$ cat src/rtl/note_tone_gen.sv
// Square-wave tone generator: octave/note pair -> half-period from a 12-entry
// octave-0 table shifted by octave, toggling tone_out every half period.
module note_tone_gen #(
    parameter int SIM_SHIFT = 0,
    parameter int CNT_W     = 20
) (
    input  logic       clk,
    input  logic       rst,
    input  logic       gate,
    input  logic       note_valid,
    output logic       note_ready,
    input  logic [2:0] octave,
    input  logic [3:0] note,
    output logic       tone_out,
    output logic       active,
    output logic       bad_note
);

    typedef enum logic [1:0] {IDLE, LOAD, RUN} state_t;

    state_t           state_q, state_d;
    logic [2:0]       oct_q, oct_d;
    logic [3:0]       note_q, note_d;
    logic [CNT_W-1:0] hp_q, hp_d;
    logic [CNT_W-1:0] cnt_q, cnt_d;
    logic             tone_q, tone_d;
    logic             active_q, active_d;
    logic             bad_q, bad_d;

    logic [19:0]      base;
    logic [CNT_W-1:0] hp_new;
    logic             illegal;
    logic             accept;

    // Octave-0 half periods in 100 MHz clocks, C2..B2
    always_comb begin
        case (note_q)
            4'd0:    base = 20'd764451;
            4'd1:    base = 20'd721546;
            4'd2:    base = 20'd681049;
            4'd3:    base = 20'd642824;
            4'd4:    base = 20'd606745;
            4'd5:    base = 20'd572691;
            4'd6:    base = 20'd540549;
            4'd7:    base = 20'd510210;
            4'd8:    base = 20'd481574;
            4'd9:    base = 20'd454545;
            4'd10:   base = 20'd429034;
            4'd11:   base = 20'd404956;
            default: base = 20'd0;
        endcase
    end

    assign hp_new     = CNT_W'((base >> oct_q) >> SIM_SHIFT);
    assign illegal    = (note_q >= 4'd12) || (oct_q > 3'd5);
    assign note_ready = gate && (state_q != LOAD);
    assign accept     = note_valid && note_ready;

    always_comb begin
        state_d  = state_q;
        oct_d    = oct_q;
        note_d   = note_q;
        hp_d     = hp_q;
        cnt_d    = cnt_q;
        tone_d   = tone_q;
        active_d = active_q;
        bad_d    = bad_q;
        case (state_q)
            IDLE: begin
                tone_d   = 1'b0;
                active_d = 1'b0;
                if (accept) begin
                    state_d = LOAD;
                    oct_d   = octave;
                    note_d  = note;
                end
            end
            LOAD: begin
                tone_d = 1'b0;
                if (illegal) begin
                    bad_d    = 1'b1;
                    active_d = 1'b0;
                    state_d  = IDLE;
                end else begin
                    bad_d    = 1'b0;
                    hp_d     = hp_new;
                    cnt_d    = hp_new - CNT_W'(1);
                    active_d = 1'b1;
                    state_d  = RUN;
                end
            end
            RUN: begin
                if (!gate) begin
                    tone_d   = 1'b0;
                    active_d = 1'b0;
                    state_d  = IDLE;
                end else if (accept) begin
                    // New note restarts the waveform from low; no phase carry-over
                    tone_d  = 1'b0;
                    oct_d   = octave;
                    note_d  = note;
                    state_d = LOAD;
                end else if (cnt_q == '0) begin
                    tone_d = ~tone_q;
                    cnt_d  = hp_q - CNT_W'(1);
                end else begin
                    cnt_d = cnt_q - CNT_W'(1);
                end
            end
            default: begin
                tone_d   = 1'b0;
                active_d = 1'b0;
                state_d  = IDLE;
            end
        endcase
    end

    always_ff @(posedge clk or posedge rst) begin
        if (rst) begin
            state_q  <= IDLE;
            oct_q    <= '0;
            note_q   <= '0;
            hp_q     <= '0;
            cnt_q    <= '0;
            tone_q   <= 1'b0;
            active_q <= 1'b0;
            bad_q    <= 1'b0;
        end else begin
            state_q  <= state_d;
            oct_q    <= oct_d;
            note_q   <= note_d;
            hp_q     <= hp_d;
            cnt_q    <= cnt_d;
            tone_q   <= tone_d;
            active_q <= active_d;
            bad_q    <= bad_d;
        end
    end

    assign tone_out = tone_q;
    assign active   = active_q;
    assign bad_note = bad_q;

endmodule
$ cat config.mk
export PLATFORM = sky130hd
export DESIGN_NAME = note_tone_gen
export DESIGN_NICKNAME = d
export VERILOG_FILES = /design/src/rtl/note_tone_gen.sv
export SDC_FILE = /design/constraint.sdc
export NUM_CORES = 1
export LEC_CHECK = 0
export BUFFER_PORTS_ARGS = -buffer_cell sky130_fd_sc_hd__buf_4
export CORE_MARGIN = 2
export CORE_UTILIZATION = 45
export DETAILED_ROUTE_END_ITERATION = 6
export PLACE_DENSITY = 0.61
export SLEW_MARGIN = 20
export SYNTH_ARGS = -nofsm -noshare
export SYNTH_HDL_FRONTEND = slang
export SYNTH_SLANG_ARGS = --single-unit
$ cat constraint.sdc
create_clock -name clk -period 6.6 [get_ports clk]
set_input_delay 0.99 -clock clk [delete_from_list [all_inputs] [get_ports clk]]
set_output_delay 0.99 -clock clk [all_outputs]
set_load 0.01 [all_outputs]
==> impl_results.md <==
- Max_cap viols: 0
- Share of the synthesized area in the top cell type: 29.30%
- Cts repair resizes: 0
- CTS clk-pin slew, worst paths: 110 ps
- Global route overflow: 0
- Vias in the first global route: 3732
- Total I/O pin count: 15
- Pwr Density: 342.2 mW/mm2
- Fraction of layout cells with a size suffix above 1: 12.78%
- Port-buffer cells: 14
- FF+latch area: 0.001303 mm2
- Fin crit period: 4082 ps
- 1st-iter DRT viols: 392
- Kind of critical path: reg -> reg
- Pleak: 0.001833 uW
- Area Growth Syn to Fin: 4.227%
- Post-synthesis net count: 562
- WL/cell: 19.25 um
- CP Buf/Inv Count: 1
- Post-route clock period utilization: 61.84%
- Crit-path cells: nand2b_1 -> nor3_1 -> nor2_1 -> a22o_1 -> a221o_1 -> ha_1 -> inv_1 -> a31oi_1 -> o211ai_2 -> nor3_1 -> xor2_1 -> a21oi_1
- Area leader, netlist: dfrtp_1
- Slew headroom: 26.35%
- Crit-path max FO: 35
- Final Hold Fails: 0
- Placed Area: 0.004541 mm2
- Initial DRT Pass Iterations: 5
- Worst skew pair latency: 320 ps
- Peak VDD IR: 0.1577 mV
- CP top delay family: compound AO/OA/AOI/OAI gates
- Routability congestion estimate: 0.8782
- Synth cell types: 91
- Top FF cell, synth: dfrtp_1
- Startpoint types: flop
- Post-CTS Setup Inserts: 0
- Setup ws final: 2518 ps
- Max Root-Sink Buffers: 2
- Final Max Slew Viols: 0
- EDFF count, synth: 0
- First-pass GRT wire length: 20.49 mm
- Fmax: 245.0 MHz
- Pin count of the biggest net entering global routing: 53
- Remaining DRCs: 0
- Final #Nets: 550
- Full die area: 0.01068 mm2
- Syn_area_per_cell: 8.178 um2
- Hold Path Class: reg -> reg
- H-tree levels: 2
- Synth top cells by count: 74 x nand2_1, 52 x dfrtp_1, 39 x a21oi_1, 38 x nor2_1, 38 x o21ai_0
- Synthesized cell area: 0.004441 mm2
- Critical path arrival: 4270 ps
- Final setup vio count: 0
- Vias per cell: 6.260
- ANT cells: 0
- CTS Sinks: 52
- Filler cell count: 937
- Syn Inst Count: 543
- Slew @ Worst Pin: 1105 ps
- Place WS: 2444 ps
- Setup TNS: 0 ps
- Max stage delay on crit path: 1080 ps
- Row cnt: 36
- Ys async rst share: 100.0%
- Critical Path RT: 6790 ps
- Hold buffer count at cts: 0
- Die Width: 103.3 um
- CTS Buf Count: 5
- WHS: 489.9 ps
- Clk root buf: clkbuf_8
- Status: finished, final reports clean
- Finished layout cell area: 0.004628 mm2
- CORE AREA: 0.009684 mm2
- Initial core utilization: 45.85%
- Post-synthesis sequential area ratio: 29.30%
- Worst path most repeated cell: nor3_1
- Multi-input gate area: 0.002859 mm2
- HPWL after DPL: 9.093 mm
- All-layer global routing usage: 24.83%
- Synth Warn #: 0
- Most common cell in the netlist: nand2_1
- Antenna viol nets, final: 0
- TritonCTS clock tree: done
- Critical-path top delay cell: dfrtp_1
- Routed vias: 4163
- Clock Skew: 11.91 ps
- CP endpoint kind: flop
- Die Ht: 103.3 um
- Yosys reg bits: 52
- Total Wirelength: 12.80 mm
- Share of the core filled with cells: 47.79%
- RSZ-0062 raised after global routing: no
- Initial antenna violation count: 0
- Synth top area cells: dfrtp_1 29%, nand2_1 6.3%, a21oi_1 4.4%
[state kept, by name, indices dropped and copies added (netlist names)]
register and flops:
note_q 4, oct_q 3, cnt_q 20, state_q 2, bad_note 1, tone_out 1
active 1, hp_q 20
[final timing paths]
path	from	cells after the start	slack, ps	end
min in group asynchronous	rst	3	850	note_q[1]
max reg2reg	note_q[3]	12	2520	cnt_q[12]
min	hp_q[17]	2	490	hp_q[17]
max	note_q[3]	12	2520	cnt_q[12]
max in group asynchronous	rst	3	5270	oct_q[0]
min reg2reg	hp_q[17]	2	490	hp_q[17]
[metrics by stage]
stage,std cells,power [uW]
floorplan,543,1176
global placement,657,1368
detailed placement,657,1380
CTS,665,1576
global route,665,1699
finish,665,1584
[per-layer routing]
layer	track usage (%)	vias to the layer above	routed length (um)
li1	-	1992	-
met1	35.75	2010	5977
met2	39.51	139	6000
met3	3.293	22	577
met4	6.377	0	248
met5	0	-	0
[cell type report]
class | count | share of cell area, %
inverters | 15 | 1.217
clock buffers | 6 | 1.568
well taps | 133 | 3.596
repair buffers | 21 | 3.406
multi-input cells | 436 | 61.77
clock inverters | 2 | 0.2974
flip-flops and latches | 52 | 28.14
[layout by cell type (no fill, tap or decap), drive strengths merged, types with 3 or more instances in the layout]
| cell | netlist | routed |
|---|---|---|
| a211o | 6 | 6 |
| a211oi | 11 | 11 |
| a21boi | 3 | 3 |
| a21o | 3 | 3 |
| a21oi | 40 | 40 |
| a221oi | 5 | 5 |
| a22o | 3 | 3 |
| a22oi | 4 | 4 |
| a31oi | 12 | 12 |
| and2 | 5 | 5 |
| and3 | 4 | 4 |
| buf | 21 | 21 |
| clkbuf | 19 | 6 |
| dfrtp | 52 | 52 |
| ha | 8 | 8 |
| inv | 14 | 15 |
| mux2 | 7 | 7 |
| mux2i | 5 | 5 |
| nand2 | 74 | 74 |
| nand2b | 13 | 13 |
| nand3 | 8 | 8 |
| nand3b | 3 | 3 |
| nor2 | 38 | 38 |
| nor2b | 11 | 11 |
| nor3 | 17 | 17 |
| nor3b | 4 | 4 |
| nor4 | 13 | 13 |
| o211ai | 8 | 8 |
| o21a | 6 | 6 |
| o21ai | 41 | 41 |
| o221ai | 5 | 5 |
| o22ai | 5 | 5 |
| o31ai | 7 | 7 |
| o32ai | 4 | 4 |
| or2 | 7 | 7 |
| xnor2 | 8 | 8 |
| xor2 | 8 | 8 |
[logic make-up (layout without fill, tap and decap cells)]
family                   after synthesis  after routing  synth area share [%]
AND/OR/NAND/NOR                      214            214                 25.42
AO/OA/AOI/OAI                        184            184                 29.56
buffers and inverters                 55             44                 6.311
flip-flops                            52             52                 29.30
XOR/XNOR                              16             16                 3.156
multiplexers                          14             14                 4.001
adder cells (fa/ha/maj)                8              8                 2.254
[worst reg2reg max path: stages, from the launching register on]
cell	delay, ps
dfrtp_1	1080
nand2b_1	470
nor3_1	150
nor2_1	230
a22o_1	250
a221o_1	300
ha_1	240
inv_1	50
a31oi_1	320
o211ai_2	280
nor3_1	320
xor2_1	180
a21oi_1	80
[power breakdown]
part | internal, uW | switching [uW]
clock network | 76.2 | 121
logic | 321 | 484
registers | 440 | 141
No activity file was read; power rests on OpenSTA's default activity.
